$ cat src/rtl/heat_zone_ctrl_pkg.sv
// Purpose: shared types and constants for the multi-zone heat/cool controller.
// Latency: n/a (declarations only).
// Backpressure: n/a, no handshakes in this block.
package heat_pkg;

    typedef enum logic [1:0] {
        IDLE    = 2'd0,
        HEAT    = 2'd1,
        COOL    = 2'd2,
        LOCKOUT = 2'd3
    } zone_state_t;

    // Fractional bits of the temperature format (1 LSB = 1/16 degC).
    localparam int FRAC = 4;

    localparam logic MODE_HEAT = 1'b0;
    localparam logic MODE_COOL = 1'b1;

    // One counter serves both the on-timer and the lockout timer, so it must
    // hold the larger of the two limits.
    function automatic int cnt_width(input int on_cyc, input int off_cyc);
        int m;
        m = (on_cyc > off_cyc) ? on_cyc : off_cyc;
        return $clog2(m + 1);
    endfunction

endpackage

$ cat src/rtl/heat_zone_ctrl_fsm.sv
// Purpose: one zone's IDLE/HEAT/COOL/LOCKOUT controller with anti-short-cycle timers.
// Latency: decisions on a sample in cycle N appear on the registered outputs in cycle N+1.
// Backpressure: none; sample strobes not qualifying in the current state are dropped.
module heat_zone_fsm
    import heat_pkg::*;
#(
    parameter int TW      = 12,
    parameter int HYST    = 32,
    parameter int MIN_ON  = 100,
    parameter int MIN_OFF = 50
) (
    input  logic          i_clk,
    input  logic          i_rst,
    input  logic          i_sample,
    input  logic          i_en,
    input  logic          i_mode,
    input  logic [TW-1:0] i_target,
    input  logic [TW-1:0] i_ambient,
    output logic          o_heat,
    output logic          o_cool,
    output logic          o_lg,
    output logic          o_lr
);

    localparam int CW = cnt_width(MIN_ON, MIN_OFF);
    localparam int XW = TW + 1;
    localparam logic [CW-1:0]        ON_LIM   = CW'(MIN_ON);
    localparam logic [CW-1:0]        OFF_LAST = CW'(MIN_OFF - 1);
    localparam logic signed [XW-1:0] HYST_X   = XW'(HYST);

    zone_state_t r_state;
    zone_state_t w_state_nxt;
    logic [CW-1:0] r_cnt;
    logic [CW-1:0] w_cnt_nxt;
    logic r_heat;
    logic r_cool;
    logic r_lg;
    logic r_lr;

    // Temperatures are widened by one bit so adding the hysteresis cannot wrap.
    logic signed [XW-1:0] w_tgt;
    logic signed [XW-1:0] w_amb;
    logic w_heat_demand;
    logic w_cool_demand;
    logic w_heat_sat;
    logic w_cool_sat;
    logic w_on_done;

    assign w_tgt         = {i_target[TW-1], i_target};
    assign w_amb         = {i_ambient[TW-1], i_ambient};
    assign w_heat_demand = (w_tgt >= (w_amb + HYST_X));
    assign w_cool_demand = ((w_tgt + HYST_X) <= w_amb);
    assign w_heat_sat    = (w_amb >= w_tgt);
    assign w_cool_sat    = (w_amb <= w_tgt);
    assign w_on_done     = (r_cnt >= ON_LIM);

    // Next-state and shared timer: counts on-time in HEAT/COOL, off-time in LOCKOUT.
    always_comb begin
        w_state_nxt = r_state;
        w_cnt_nxt   = '0;
        case (r_state)
            IDLE: begin
                if (i_sample && i_en) begin
                    if ((i_mode == MODE_HEAT) && w_heat_demand) begin
                        w_state_nxt = HEAT;
                    end else if ((i_mode == MODE_COOL) && w_cool_demand) begin
                        w_state_nxt = COOL;
                    end
                end
            end
            HEAT: begin
                // Losing enable or changing mode aborts immediately, ignoring MIN_ON.
                if (!i_en || (i_mode != MODE_HEAT)) begin
                    w_state_nxt = LOCKOUT;
                end else if (i_sample && w_on_done && w_heat_sat) begin
                    w_state_nxt = LOCKOUT;
                end else begin
                    w_cnt_nxt = w_on_done ? r_cnt : r_cnt + CW'(1);
                end
            end
            COOL: begin
                if (!i_en || (i_mode != MODE_COOL)) begin
                    w_state_nxt = LOCKOUT;
                end else if (i_sample && w_on_done && w_cool_sat) begin
                    w_state_nxt = LOCKOUT;
                end else begin
                    w_cnt_nxt = w_on_done ? r_cnt : r_cnt + CW'(1);
                end
            end
            LOCKOUT: begin
                // Sample is deliberately not looked at here, even on the final cycle.
                if (r_cnt == OFF_LAST) begin
                    w_state_nxt = IDLE;
                end else begin
                    w_cnt_nxt = r_cnt + CW'(1);
                end
            end
            default: begin
                w_state_nxt = IDLE;
            end
        endcase
    end

    // State, timer and output registers; outputs decode the next state so they change with it.
    always_ff @(posedge i_clk) begin
        if (i_rst) begin
            r_state <= IDLE;
            r_cnt   <= '0;
            r_heat  <= 1'b0;
            r_cool  <= 1'b0;
            r_lg    <= 1'b0;
            r_lr    <= 1'b0;
        end else begin
            r_state <= w_state_nxt;
            r_cnt   <= w_cnt_nxt;
            r_heat  <= (w_state_nxt == HEAT);
            r_cool  <= (w_state_nxt == COOL);
            r_lr    <= (w_state_nxt == HEAT) || (w_state_nxt == COOL);
            r_lg    <= (w_state_nxt == IDLE) && i_en;
        end
    end

    assign o_heat = r_heat;
    assign o_cool = r_cool;
    assign o_lg   = r_lg;
    assign o_lr   = r_lr;

endmodule

$ cat src/rtl/heat_zone_ctrl.sv
// Purpose: NZONES independent hysteresis heat/cool controllers plus an active-zone count.
// Latency: one cycle from sample/enable/mode to registered actuator and LED outputs.
// Backpressure: none; every zone evaluates each strobe on its own.
module heat_zone_ctrl
    import heat_pkg::*;
#(
    parameter int NZONES  = 4,
    parameter int TW      = 12,
    parameter int HYST    = 2 << heat_pkg::FRAC,
    parameter int MIN_ON  = 100,
    parameter int MIN_OFF = 50
) (
    input  logic                          clock,
    input  logic                          rst,
    input  logic                          sample,
    input  logic [NZONES-1:0]             en,
    input  logic [NZONES-1:0]             mode,
    input  logic [NZONES*TW-1:0]          target,
    input  logic [NZONES*TW-1:0]          ambient,
    output logic [NZONES-1:0]             heat_on,
    output logic [NZONES-1:0]             cool_on,
    output logic [NZONES-1:0]             LG,
    output logic [NZONES-1:0]             LR,
    output logic [$clog2(NZONES+1)-1:0]   active_count
);

    localparam int AW = $clog2(NZONES + 1);

    logic [AW-1:0] w_active;

    for (genvar gi = 0; gi < NZONES; gi++) begin : g_zone
        heat_zone_fsm #(
            .TW      (TW),
            .HYST    (HYST),
            .MIN_ON  (MIN_ON),
            .MIN_OFF (MIN_OFF)
        ) u_zone (
            .i_clk     (clock),
            .i_rst     (rst),
            .i_sample  (sample),
            .i_en      (en[gi]),
            .i_mode    (mode[gi]),
            .i_target  (target[gi*TW +: TW]),
            .i_ambient (ambient[gi*TW +: TW]),
            .o_heat    (heat_on[gi]),
            .o_cool    (cool_on[gi]),
            .o_lg      (LG[gi]),
            .o_lr      (LR[gi])
        );
    end

    // Popcount of the per-zone LR flops; depends only on registers, so no input path.
    always_comb begin
        w_active = '0;
        for (int i = 0; i < NZONES; i++) begin
            w_active = w_active + AW'(LR[i]);
        end
    end

    assign active_count = w_active;

endmodule

$ cat config.mk
export PLATFORM = sky130hd
export DESIGN_NAME = heat_zone_ctrl
export DESIGN_NICKNAME = d
export VERILOG_FILES = /design/src/rtl/heat_zone_ctrl_pkg.sv /design/src/rtl/heat_zone_ctrl_fsm.sv /design/src/rtl/heat_zone_ctrl.sv
export SDC_FILE = /design/constraint.sdc
export NUM_CORES = 1
export LEC_CHECK = 0
export CORE_MARGIN = 4
export CORE_UTILIZATION = 45
export CTS_CLUSTER_DIAMETER = 60
export DETAILED_ROUTE_END_ITERATION = 8
export GPL_TIMING_DRIVEN = 1
export PLACE_DENSITY = 0.69
export SKIP_LAST_GASP = 1
export SLEW_MARGIN = 0
export SYNTH_ARGS = -nofsm -noshare
export SYNTH_HDL_FRONTEND = slang
export SYNTH_SLANG_ARGS = --single-unit
export TNS_END_PERCENT = 30
$ cat constraint.sdc
create_clock -name clock -period 4.6 [get_ports clock]
set_input_delay 0.92 -clock clock [delete_from_list [all_inputs] [get_ports clock]]
set_output_delay 0.92 -clock clock [all_outputs]
set_load 0.02 [all_outputs]
==> run metrics <==
XOR/XNOR share of the synthesized area=5.67%; vias per inst=5.36; peak supply drop=207 µV; hold buffers post-CTS=0; setup_tns=0 ns; Area contributors post-synth=ha_1 (28%), dfxtp_1 (14%), inv_1 (6.8%), xnor2_1 (4.7%), a21oi_1 (4.0%); number of remaining DRC errors=0; Crit path arrival time=4.26 ns; max cap viols=0; simple-gate portion of the synthesized area=22.0%; count leader, synth=ha_1; Compound-Gate Fraction of Synth Area=20.9%; sequential fraction of the synthesis area=14.0%; ys flop type=dfxtp_1; Worst Path Max Fanout=4; reg2reg start=g_zone[1].u_zone.r_cnt[0]; min-delay worst type=register to register; Core ar.=16000 µm²; Max Clk Rate=243 MHz; Setup crit end kind=register; IO Pins=126; Clock Latency Late Sink=0.28 ns; Logic pwr share=49.4%; P_int=1140 µW; via count of the routed design=6851; worst slack, placed=0.210 ns; nets=1334; Leakage=0.00410 µW; worst endpoint required time=4.75 ns; Hold Crit Depth=2; multi-input gate area in the final layout=5700 µm²; FF-to-FF End=g_zone[1].u_zone.o_lr; number of global-route vias before repair=6516; Reg clk slew, reported paths=0.07 ns; DPL Wire Length=14.8 mm; clk root buf=clkbuf_16; run status=complete, no violations; H-tree depth=2; largest area contributor in the netlist=ha_1; Async SR Flop Fraction=0%; GR Util All Layers=18.7%; Die Width=136 µm; Pins Over Slew Limit=0; share of cells above drive strength 1=3.30%; post-synthesis cell count=953; sequential cell area=1040 µm²; PnR worst setup slack=0.488 ns; first-pass GRT wire length=29.5 mm; Fin. Hold Viols=0; R2R Setup Slk=2.22 ns; CTS resizes=0; # rows=46; Pwr Density=201 nW/µm²; clock network power share=20.7%; startpoint types=input pin; synthesis-to-finish area growth=20.4%; WL/cell=13.7 µm; Post-synth EDFFs=0; CTS tree=built; Final Cycle Share=89.4%; YS warnings=0; most common library cells after synthesis=ha_1 (166), inv_1 (134), a21oi_1 (60), dfxtp_1 (52), nand2_1 (51); crit path time final=4.11 ns; Hold EP=g_zone[2].u_zone.r_cnt[1]; Antenna Cells=0; GPL Wtd Cong=0.854; Final Routed Wirelength=17.5 mm; initial antenna violation count=0; R2R cell count=7; unrepaired setup endpoints after global routing=false; CTS max path bufs=2; power after layout=1800 µW; setup bufs post-CTS=0; Unique masters post-synth=70; post-synthesis adder-cell area fraction=28.3%; Seq pwr share=29.8%; die height=136 µm; total CTS buffers=5; Clock Skew=0.00677 ns; net switching power=659 µW; IO buf count=125; post-synthesis mux area share=0%; drt pass-1 iters=4; Mapped Area=7420 µm²; syn_nets=1227; Worst slew margin=46.5%; pin count of the biggest net entering global routing=18; actual slew at the worst max-slew pin=0.792 ns; clock sinks=52; CP Class=input pin to register; final setup vio count=0; Filler Cell Count=1607; die area=18600 µm²; HP Start=g_zone[2].u_zone.r_cnt[1]; Iter 0 DRT Violations=315; GR Overflow Total=0; Yosys top cell area share=28.0%; largest family of logic cells by synthesized area=adder cells; synthesized area per cell=7.79 µm²; Initial Utilization=46.4%; Routed Antenna Nets=0; #FFs+latches synth=52; Sw Ratio=36.7%
state kept, by name, summed over array words and instances (netlist names):
name	cells
g_zone.u_zone.r_state	8
g_zone.u_zone.o_lg	4
g_zone.u_zone.o_cool	4
g_zone.u_zone.r_cnt	28
g_zone.u_zone.o_heat	4
g_zone.u_zone.o_lr	4
layer usage:
metal,part of all wire (%),vias to the layer above,global-route usage (%)
li1,-,3598,-
met1,50,3121,26.3
met2,45,116,30.7
met3,3.8,16,2.85
met4,1.0,0,2.80
met5,0,-,0
logic make-up (layout without fill, tap and decap cells):
family	after synthesis	in the layout
compound gates	226	226
buf+inv	161	269
flops	52	52
xor+xnor	48	48
fa+ha+maj	167	167
simple gates	299	299
layout by cell type, fill, tap and decap left out, drive strengths merged, types with 10 or more instances in the layout:
cell / synthesis / final
ha: 166 / 166
inv: 134 / 134
clkdlybuf4s50: 0 / 125
a21oi: 60 / 60
dfxtp: 52 / 52
nand2: 51 / 51
nand3: 47 / 47
nor2: 44 / 44
xnor2: 40 / 40
nor2b: 37 / 37
a21o: 31 / 31
nand4: 27 / 27
o21ai: 25 / 25
nor3: 24 / 24
o21a: 15 / 15
a31oi: 14 / 14
and3: 12 / 12
a211oi: 11 / 11
nand2b: 10 / 10
o31ai: 10 / 10
or2: 10 / 10
power groups by stage:
stage	logic, µW	registers (µW)	clock network [µW]
detailed placement	892	545	0
CTS	897	535	389
floorplan	602	528	0
global route	1000	543	408
finish	888	536	372
global placement	878	545	0
critical path, cell delays in order:
cell and delay, ns:
clkdlybuf4s50_1 0.56, inv_1 0.08, nor4_1 0.37, nand2_1 0.11, xnor2_1 0.14, ha_1 0.29, a21o_1 0.18, a21o_1 0.17
a21oi_1 0.12, o21ai_0 0.12, o2111a_1 0.26, a2111oi_2 0.47, ha_1 0.32, nor2b_1 0.12
layout make-up:
| cell class | count | share of cell area [%] |
|---|---|---|
| Tap cell | 216 | 3.03 |
| Inverter | 134 | 5.63 |
| Clock buffer | 8 | 1.64 |
| Multi-Input combinational cell | 740 | 63.9 |
| Sequential cell | 52 | 11.7 |
| Timing Repair Buffer | 127 | 14.2 |
how the worst max path moves through the flow:
stage,to,slack [ns],start
floorplan,g_zone[3].u_zone.o_lr,1.07,target[44]
global placement,g_zone[3].u_zone.o_lr,0.24,target[44]
detailed placement,g_zone[3].u_zone.o_lr,0.21,target[44]
CTS,g_zone[3].u_zone.o_lr,0.52,target[44]
global route,g_zone[3].u_zone.o_lr,0.24,target[44]
finish,g_zone[3].u_zone.o_lr,0.49,target[44]
through the flow:
step / instances / util (%) / hold WS [ns] / instance area (µm²)
floorplan: 953 / - / 0.473 / 7420
global placement: 1269 / 54.9 / 0.507 / 8780
detailed placement: 1269 / 54.9 / 0.507 / 8780
CTS: 1277 / 55.8 / 0.517 / 8930
global route: 1277 / 55.8 / 0.565 / 8930
finish: 1277 / 55.8 / 0.513 / 8930
No activity file was read; power rests on OpenSTA's default activity.
